### src/rtl/booth_prod_accum.sv
// Purpose: signed multiply-accumulate back end that sums a programmed batch of Booth products.
// Latency: the result is valid one cycle after the last product transfer; a zero-length batch is valid one cycle after start.
// Backpressure: prod_ready is high only while accumulating; the result is held in DONE until res_ready, with a back-to-back restart allowed.
//
// Ports:
//   clk, rst_n            rising-edge clock, asynchronous active-low reset
//   start, len, busy      batch control: start a batch of len products; busy while a batch is open
//   prod, prod_valid/rdy  signed product stream from the multiplier
//   res, res_ovf          accumulated result and sticky signed-overflow flag
//   res_valid/res_ready   result handshake
module booth_prod_accum #(
   parameter int PROD_W = 64,
   parameter int ACC_W  = 72,
   parameter int LEN_W  = 8
) (
   input  logic              clk,
   input  logic              rst_n,
   input  logic              start,
   input  logic [LEN_W-1:0]  len,
   output logic              busy,
   input  logic [PROD_W-1:0] prod,
   input  logic              prod_valid,
   output logic              prod_ready,
   output logic [ACC_W-1:0]  res,
   output logic              res_ovf,
   output logic              res_valid,
   input  logic              res_ready
);

   typedef enum logic [1:0] {IDLE = 2'd0, ACC = 2'd1, DONE = 2'd2} state_t;

   state_t             state;
   logic [ACC_W-1:0]   acc;
   logic [LEN_W-1:0]   cnt;
   logic [LEN_W-1:0]   target;
   logic               ovf;

   logic [ACC_W-1:0]   pext;
   logic [ACC_W-1:0]   sum;
   logic               add_ovf;
   logic               xfer;
   logic               last;
   logic               take_start;

   // Two's-complement sign extension of the product to the accumulator width.
   assign pext = ACC_W'($signed(prod));
   assign sum  = acc + pext;

   // Signed overflow: both addends share a sign and the sum's sign differs from it.
   assign add_ovf = (acc[ACC_W-1] == pext[ACC_W-1]) && (sum[ACC_W-1] != acc[ACC_W-1]);

   assign xfer = (state == ACC) && prod_valid;

   // target is never zero in ACC, so target-1 cannot underflow and cnt stops
   // at target-1 before it could wrap.
   assign last = (cnt == target - LEN_W'(1));

   // start is honoured in IDLE, or in DONE on the cycle the result is consumed.
   assign take_start = start && ((state == IDLE) || ((state == DONE) && res_ready));

   always_ff @(posedge clk or negedge rst_n) begin
      if (!rst_n) begin
         state      <= IDLE;
         acc        <= '0;
         cnt        <= '0;
         target     <= '0;
         ovf        <= 1'b0;
         res        <= '0;
         res_ovf    <= 1'b0;
         prod_ready <= 1'b0;
         res_valid  <= 1'b0;
         busy       <= 1'b0;
      end else if (take_start) begin
         acc    <= '0;
         cnt    <= '0;
         ovf    <= 1'b0;
         target <= len;
         busy   <= 1'b1;
         if (len != '0) begin
            state      <= ACC;
            prod_ready <= 1'b1;
            res_valid  <= 1'b0;
         end else begin
            // Empty batch goes straight to DONE with a zero result.
            state      <= DONE;
            res        <= '0;
            res_ovf    <= 1'b0;
            prod_ready <= 1'b0;
            res_valid  <= 1'b1;
         end
      end else if ((state == DONE) && res_ready) begin
         state     <= IDLE;
         res_valid <= 1'b0;
         busy      <= 1'b0;
      end else if (xfer) begin
         acc <= sum;
         cnt <= cnt + LEN_W'(1);
         ovf <= ovf | add_ovf;
         if (last) begin
            // Result registers take the post-add values directly.
            state      <= DONE;
            res        <= sum;
            res_ovf    <= ovf | add_ovf;
            prod_ready <= 1'b0;
            res_valid  <= 1'b1;
         end
      end else if ((state != IDLE) && (state != ACC) && (state != DONE)) begin
         // Unused encoding: recover to a quiet IDLE.
         state      <= IDLE;
         prod_ready <= 1'b0;
         res_valid  <= 1'b0;
         busy       <= 1'b0;
      end
   end

endmodule
### config.mk
export PLATFORM = sky130hd
export DESIGN_NAME = booth_prod_accum
export DESIGN_NICKNAME = d
export VERILOG_FILES = /design/src/rtl/booth_prod_accum.sv
export SDC_FILE = /design/constraint.sdc
export NUM_CORES = 1
export LEC_CHECK = 0
export CAP_MARGIN = 40
export CORE_MARGIN = 8
export CORE_UTILIZATION = 25
export CTS_CLUSTER_SIZE = 30
export DETAILED_ROUTE_END_ITERATION = 16
export GPL_ROUTABILITY_DRIVEN = 0
export PLACE_DENSITY = 0.51
export SLEW_MARGIN = 20
export SYNTH_ARGS = -nofsm -noshare
export SYNTH_HDL_FRONTEND = slang
export SYNTH_SLANG_ARGS = --single-unit
### constraint.sdc
create_clock -name clk -period 4.25 [get_ports clk]
set_input_delay 1.275 -clock clk [delete_from_list [all_inputs] [get_ports clk]]
set_output_delay 1.275 -clock clk [all_outputs]
set_load 0.1 [all_outputs]
==> reports/qor.csv <==
stage;metric;value;unit
cells_and_area;area of the multi-input gates;6640;µm²
synth;Yosys top cell area share;37.2;%
synth;Synth Area per Inst;8.37;µm²
route;via-per-instance ratio;4.81;
placement;port bufs;152;
sta;Worst-Margin Slew;0.679;ns
synth;Cells after Synth;1335;
clock_network;clock-pin slew on the worst setup and hold paths;0.07;ns
clock_network;Clock Sinks;166;
die;core area;44100;µm²
setup_path;CP endpoint kind;register;
clock_network;CTS tree;built;
sta;final setup violation count;0;
route;Routed Antenna Nets;0;
cells_and_area;layout cell share with drive strength beyond 1;19.9;%
hold_path;worst hold endpoint;res[22]$_DFFE_PN0P_;
synth;post-synth cell types;82;
pwr;Leak;7.46;nW
die;IO Count;153;
setup_path;Worst EP arrival;4.40;ns
sta;clk_skew;0.0111;ns
setup_path;Crit Path Category;input port to register;
hold_path;min-delay worst type;register to register;
cells_and_area;Final Non-Filler Cells;2297;
cells_and_area;cell area after layout;16600;µm²
clock_network;Setup Buffers After CTS;0;
sta;RSZ-0062 raised after global routing;false;
clock_network;CTS buffer count;17;
clock_network;clk_lat worst skew;0.45;ns
clock_network;CTS Root Cell;clkbuf_16;
placement;DP Area;16000;µm²
placement;pre-CTS setup slack;-0.525;ns
setup_path;worst reg2reg path depth;12;
sta;post-route setup slack;0.194;ns
hold_path;hold path depth;2;
die;Initial Util;25.3;%
cells_and_area;Area Growth Syn to Fin;48.6;%
global_routing;largest net degree at the start of global routing;59;
hold_path;worst hold start;res[22]$_DFFE_PN0P_;
global_routing;M3 GR Usage;2.99;%
cells_and_area;commonest non-fill, non-tap cell in the layout;nand2_1;
sta;Final Max Slew Viols;0;
job;max-cap viol count;0;
cells_and_area;Nets;1845;
synth;ys async rst share;100;%
clock_network;Clock H-tree levels;4;
route;DR pass1 iterations;5;
global_routing;initial antenna violation count;0;
synth;ys flop type;dfrtp_1;
global_routing;Global Route met1 Usage;20.9;%
sta;TNS Setup;0;ns
pwr;PwrDens;775;nW/µm²
cells_and_area;# fillers;4529;
global_routing;vias in the first global route;11400;
route;WL/cell;17.5;µm
synth;register bit total from synthesis;166;
synth;Syn. warnings;0;
cells_and_area;Ant. Diodes;0;
synth;Seq/Total Area, Yosys;37.2;%
placement;Final HPWL DP;30600;µm
global_routing;met2 Track Usage GR;25.2;%
synth;Synth Net Count;1486;
setup_path;R2R Path End;res[42]$_DFFE_PN0P_;
clock_network;clk buf depth;2;
sta;relative max-transition margin;54.7;%
global_routing;GRT Overall Usage;15.7;%
setup_path;CP startpoint kind;input port;
global_routing;busiest layer in global routing;met2;
sta;final worst-path cycle share;95.4;%
sta;Fmax;0.247;GHz
setup_path;R2R setup slack;1.05;ns
route;final wirelength;40200;µm
cells_and_area;final core utilization;37.6;%
route;Initial DRC Count;729;
synth;number of synthesized flops with an enable pin;0;
pwr;total power;12.9;mW
sta;Hold WS;0.475;ns
cells_and_area;register area;4150;µm²
die;die area;51700;µm²
sta;Tmin final;4.06;ns
status;status;finished clean;
route;Vias;11100;
setup_path;crit-path max FO;4;
global_routing;first-pass GRT wire length;63400;µm
setup_path;worst r2r src;acc[0]$_DFFE_PN0P_;
global_routing;grt total ovfl;0;
synth;Syn Std Cell Area;11200;µm²
sta;final hold vios;0;
die;num rows;77;
cells_and_area;most frequent cells in the layout;nand2_1, buf_4, dfrtp_1;
clock_network;# hold bufs at CTS;0;
die;Die W;227;µm
route;DRC Markers;0;
placement;dpl cells;2267;
die;Die H;227;µm
synth;Yosys top cell by area;dfrtp_1;
pwr;Worst VDD drop;0.514;mV
synth;synth top area cells;dfrtp_1, nand2_1, ha_1, o21ai_0, a21oi_1;
setup_path;critical path required time;4.60;ns
timing repair:
| action | CTS | global route |
|---|---|---|
| pin swaps | 0 | 3 |
| cloned | 0 | 0 |
| setup endpoints to repair | 4 | 9 |
| gates resized for setup | 1 | 5 |
routing by layer:
| metal | wire length (µm) | vias to the layer above |
|---|---|---|
| li1 | - | 5468 |
| met1 | 19000 | 5314 |
| met2 | 18500 | 234 |
| met3 | 1710 | 40 |
| met4 | 997 | 0 |
| met5 | 0 | - |
cell usage after synthesis (20+ instances only):
cell type	number
nand2_1	274
dfrtp_1	166
o21ai_0	138
a21oi_1	120
nor2_1	76
ha_1	73
xnor2_1	53
clkbuf_1	49
a21o_1	30
xor2_1	27
nand3_1	26
inv_1	23
nand4_1	20
critical path, cell delays in order:
cell and delay, ns:
clkdlybuf4s50_1 0.40, ha_1 0.23, fa_1 0.41, a21oi_2 0.17, o211ai_2 0.17, a2111oi_4 0.36, nor4_2 0.11, a211oi_2 0.20
buf_4 0.19, o21ai_1 0.18, a21oi_1 0.28, xnor2_1 0.15, a32o_1 0.27
area by class of cell:
cell class	count	area share, %
clock inverter	10	0.739
inverter	23	0.520
clock buffer	20	2.81
tap	592	4.46
multi-input combinational	1070	40.0
sequential	166	25.0
timing repair buffer	416	26.4
power breakdown:
part | switching (mW) | internal [mW]
logic | 5.18 | 3.56
clock network | 0.709 | 0.909
registers | 0.367 | 2.13
sequential cells by signal, summed over array words and instances, names as in the netlist:
name and count:
state 1, cnt 8, res_valid 1, target 8, ovf 1, res 72, busy 1, res_ovf 1
acc 72, prod_ready 1
cells by family after synthesis:
kind of cell,count (synthesis),share of synthesized area [%]
AO/OA/AOI/OAI,433,24.6
XOR/XNOR,82,6.62
adder cells (fa/ha/maj),74,8.36
buffers and inverters,99,3.82
flip-flops,166,37.2
multiplexers,2,0.179
AND/OR/NAND/NOR,479,19.3
how the worst max path moves through the flow:
stage          slack [ns]                   to  cells past startpoint    start
2_1_floorplan        0.37  res[62]$_DFFE_PN0P_                     11  prod[0]
3_3_place_gp        -0.48  res[64]$_DFFE_PN0P_                     15  prod[0]
3_5_place_dp        -0.52  acc[68]$_DFFE_PN0P_                     16  prod[0]
4_1_cts              0.16  acc[44]$_DFFE_PN0P_                     14  prod[0]
5_1_grt              0.01  acc[68]$_DFFE_PN0P_                     16  prod[0]
6_report             0.19  res[42]$_DFFE_PN0P_                     13  prod[0]
No activity file was read; power rests on OpenSTA's default activity.
==> variant 1, RTL diff (config.mk and constraints unchanged) <==
Make the reset (`rst_n`) synchronous in one clocked block. Comments in the files are not updated.
--- a/src/rtl/booth_prod_accum.sv
+++ b/src/rtl/booth_prod_accum.sv
@@ -60,3 +60,3 @@
 
-   always_ff @(posedge clk or negedge rst_n) begin
+   always_ff @(posedge clk) begin
       if (!rst_n) begin
Formal check against the unedited RTL: differs if rst_n is asserted again (counterexample within 4 cycles, from zero or initial values and one cycle with rst_n low); with rst_n held inactive, the same outputs for 4 cycles.
==> variant 1 against the original RTL <==
- hold slack worse by 0.014 ns
- sequential share of layout area is 5.3 points lower
- sequential cell count stayed put
- worst setup slack worse by 0.091 ns
- synthesized area is 2.1% lower
- via count is 2.1% higher
- register-to-register slack worse by 0.20 ns
- count of clock-buffer cells in the layout is 1 lower
- cell area is 1.5% higher
- maximum frequency is 2.2% lower
- wire length is 1.1% lower
- largest cell class unchanged
Power is left out: it rests on default switching activity, and per cell area and clock period it moved more than threefold.
==> variant 1: results (changes against the original RTL) <==
| Metric | Value |
|---|---|
| WL met2 | `17.77 mm (-4.0%)` |
| Hpwl dp | `30.32 mm (-0.82%)` |
| Worst path arrival time | `4.54 ns (+0.14 ns)` |
| CTS root buf | `clkbuf_16` |
| Sequential share of the synthesized area | `0.3038 (-0.06812)` |
| Post-Syn Nets | `1,497 (+0.74%)` |
| Area contributors post-synth | `dfxtp_1, ha_1, a21oi_1, nand2_1, xnor2_1` |
| Skew final | `0.01109 ns (-0.000009000 ns)` |
| Diodes inserted | `0 (unchanged)` |
| Adder-cell area share of the yosys netlist | `0.08533 (+0.001759)` |
| CTS clock-pin slew for the worst setup and hold paths | `0.07 ns (about the same)` |
| DR iter-0 viols | `724 (-0.69%)` |
| H-tree levels | `4 (unchanged)` |
| Final wirelength | `39.72 mm (-1.1%)` |
| CTS resizes | `13 (+12)` |
| Worst Tran Pin Value | `0.6079 ns (-0.07110 ns)` |
| Fraction of registers with async set/reset | `0 (-1.000)` |
| GR Layer Usage met1 | `0.2067 (-0.002819)` |
| Cts bufs inserted | `17 (unchanged)` |
| Setup slack after placement | `-0.5757 ns (-0.05088 ns)` |
| Ys Warns | `0 (unchanged)` |
| M3 GR Usage | `0.03891 (+0.009022)` |
| Outcome | `finished, final reports clean` |
| Placed Cells | `2,288 (+0.93%)` |
| Initial antenna violation count | `2 (+2)` |
| Latest clock arrival within the worst-skew pair | `0.45 ns (about the same)` |
| Avg WL per Cell | `17.07 um (-2.4%)` |
| First-pass GRT wire length | `62.67 mm (-1.1%)` |
| CP delay by family, top | `compound AO/OA/AOI/OAI gates` |
| Postcts setup bufs | `4 (+4)` |
| Routed length on met3 | `2.221 mm (+30%)` |
| Synth cell count leaders | `dfxtp_1, nand2_1, a21oi_1` |
| Nets | `1,880 (+1.9%)` |
| Compound-Gate Fraction of Synth Area | `0.2760 (+0.03022)` |
| Largest net degree at the start of global routing | `69 (+17%)` |
| DR vias | `11,290 (+2.1%)` |
| Max Used Layer | `met5` |
| Area share of xor/xnor cells in the synthesized design | `0.06531 (-0.0008943)` |
| GR Layer Usage met2 | `0.2474 (-0.004292)` |
| Slowest CP cell | `clkdlybuf4s50_1` |
| Mean Syn Cell Area | `8.127 sq um (-2.9%)` |
| Clock tree buffer depth | `2 (unchanged)` |
| Hold Crit Class | `flop to flop` |
| Synth cell types | `88 (+7.3%)` |
| Layout cells sized above 1 | `0.2354 (+0.03653)` |
| GRT Overall Usage | `0.1546 (-0.002079)` |
| M1 WL | `19.21 mm (+1.4%)` |
| Post-Place Cell Area | `15,950 sq um (-0.26%)` |
| TritonRoute pass-1 iters | `5 (unchanged)` |
| Crit-path max FO | `5 (+1)` |
| Filler Cells Inserted | `4,404 (-2.8%)` |
| CP peak stage delay | `0.45 ns (+0.04 ns)` |
| Top flop regs | `acc (72), res (72)` |
| Mux cell area share after synthesis | `0.01384 (+0.01205)` |
| IO buf count | `152 (unchanged)` |
variant 1: cell count changes in the layout (fill, tap and decap cells not counted), sizes merged, moves of 14 or more:
cell	unedited run	this run
nand3	28	42
a32o	16	0
a22o	4	31
nand2	276	140
a21o	30	53
dfxtp	0	166
o21ai	154	39
nor2b	9	56
buf	271	310
dfrtp	166	0
a22oi	2	22
variant 1: cell type report:
class                           count  area (sq um)  area share
Clock buffer                       19         452.9     0.02687
Timing Repair Buffer              456          4718      0.2799
Tap cell                          585         732.0     0.04342
Multi-Input combinational cell   1058          7398      0.4389
Sequential cell                   166          3323      0.1971
Clock inverter                     13         118.9    0.007052
Inverter                           30         112.6    0.006681
variant 1: worst paths after layout:
path	to	depth (start not counted)	slack, ns	from
min reg2reg	acc[53]	2	0.46	acc[53]
max	acc[64]	14	0.10	prod[3]
min	acc[53]	2	0.46	acc[53]
max reg2reg	acc[54]	15	0.85	acc[0]
==> variant 2, RTL diff (same settings) <==
Made on the original files. The parameter `ACC_W` goes from 72 to 76.
--- a/src/rtl/booth_prod_accum.sv
+++ b/src/rtl/booth_prod_accum.sv
@@ -12,3 +12,3 @@
    parameter int PROD_W = 64,
-   parameter int ACC_W  = 72,
+   parameter int ACC_W  = 76,
    parameter int LEN_W  = 8
Ports: changed (resized res); port bits go from 153 to 157. The function was not compared with the original's and may differ.
==> variant 2 against the original RTL <==
- worst setup slack worse by 0.071 ns
- cell area up 5.8%
- synthesized cell count up 0.97%
- sequential cell count up 8
- total power up 10%
- wire length up 5.9%
- global-route usage up 0.17 points
- maximum frequency down 1.7%
- via count up 4.7%
- synthesized area up 3.3%
- largest power group unchanged
- highest routed layer unchanged
==> variant 2: results (changes against the original RTL) <==
| Metric | Value |
|---|---|
| Outcome | `finished, final reports clean` |
| IO buf count | `156 (+2.6%)` |
| CTS root buf | `clkbuf_16` |
| Compound-Gate Fraction of Synth Area | `0.2447 (-0.001110)` |
| Placed Cells | `2,333 (+2.9%)` |
| Int Pwr | `7372 uW (+12%)` |
| Top flop regs | `acc (76), res (76)` |
| Crit-path max FO | `3 (-1)` |
| Filler Cells Inserted | `4,573 (+0.97%)` |
| R2R depth | `11 (-1)` |
| Hold endpoint | `res[30]` |
| First-pass GRT wire length | `67.46 mm (+6.4%)` |
| Cts bufs inserted | `17 (unchanged)` |
| Mux cell area share after synthesis | `0.01886 (+0.01707)` |
| Area contributors post-synth | `dfrtp_1, ha_1, nand2_1, a21oi_1, o21ai_0` |
| Synth cell types | `64 (-22%)` |
| CTS resizes | `3 (+2)` |
| Reg2Reg Setup Slack | `1.00 ns (-0.05 ns)` |
| Skew final | `0.01338 ns (+0.002277 ns)` |
| Crit path from | `prod[1]` |
| Avg WL per Cell | `17.94 um (+2.6%)` |
| Hpwl dp | `32.32 mm (+5.7%)` |
| Hold path cells | `2 (unchanged)` |
| Reg2Reg Capture Point | `acc[73]` |
| Synth cell count leaders | `nand2_1, dfrtp_1, a21oi_1` |
| Peak VDD IR | `0.0005594 V (+8.9%)` |
| Worst Tran Pin Value | `0.7534 ns (+0.07442 ns)` |
| Layout cells sized above 1 | `0.2345 (+0.03564)` |
| DR iter-0 viols | `642 (-12%)` |
| DR vias | `11,570 (+4.7%)` |
| Adder-cell area share of the yosys netlist | `0.08520 (+0.001637)` |
| Nets | `1,912 (+3.6%)` |
| Synth Instances | `1,348 (+0.97%)` |
| WHS | `0.4781 ns (+0.003375 ns)` |
| Sequential share of the synthesized area | `0.3772 (+0.005330)` |
| Setup slack after placement | `-0.6199 ns (-0.09511 ns)` |
| Worst path arrival time | `4.52 ns (+0.12 ns)` |
| Routed vias/inst | `4.883 (+1.4%)` |
| Worst Min Path Start | `res[30]` |
| Largest net degree at the start of global routing | `78 (+32%)` |
| Post-Syn Nets | `1,503 (+1.1%)` |
| GRT Overall Usage | `0.1584 (+0.001701)` |
| Post-Place Cell Area | `16,790 sq um (+5.0%)` |
| Area share of xor/xnor cells in the synthesized design | `0.06222 (-0.003981)` |
| Reg2reg start | `acc[34]` |
| LEAKAGE | `0.008130 uW (+9.0%)` |
[variant 2: final cells by class]
| class | instances | area (sq um) | area share |
|---|---|---|---|
| clock buffer | 20 | 446.7 | 0.02542 |
| clock inverter | 12 | 157.7 | 0.008972 |
| inverter | 20 | 75.07 | 0.004272 |
| multi-input combinational | 1066 | 6935 | 0.3947 |
| sequential | 174 | 4354 | 0.2478 |
| tap | 600 | 750.7 | 0.04272 |
| timing repair buffer | 478 | 4852 | 0.2761 |
[variant 2: critical path: stages]
cell and delay [ns]:
clkdlybuf4s50_1 0.47, ha_1 0.34, a211oi_1 0.07, buf_4 0.14, o211ai_2 0.17, a31oi_2 0.11, buf_4 0.17, o31ai_4 0.29
a31oi_4 0.16, o311ai_4 0.28, a21boi_2 0.11, o31a_1 0.33, or4b_1 0.50, nand3_1 0.08
[variant 2: logic make-up after synthesis]
logic type                 Yosys count
and+or+nand+nor                    450
muxes                               20
adders and majority gates           78
AOI/OAI and AO/OA                  436
buffers and inverters              108
DFF                                174
xor gates and xnor gates            82
[variant 2: worst max-delay path by stage]
stage | endpoint | slack, ns | cells after the start
after floorplan | acc[69] | 0.28 | 12
after global placement | acc[61] | -0.60 | 16
after detailed placement | acc[73] | -0.62 | 15
after CTS | acc[70] | 0.01 | 17
after global routing | acc[45] | 0.006 | 16
final | res[71] | 0.12 | 14
[variant 2: power groups by stage]
stage	logic, uW	clock network [uW]	registers [uW]
detailed placement	9680	0	2680
global placement	8880	0	2670
global route	10600	1800	2740
floorplan	4080	0	4050
CTS	9740	1730	2660
finish	9810	1690	2660
[variant 2: routing by layer]
metal	part of all wire	global-route usage	up-vias
li1	-	-	5680
met1	0.48	0.2112	5609
met2	0.46	0.2580	240
met3	0.044	0.03299	43
met4	0.017	0.04118	0
met5	0	0	-
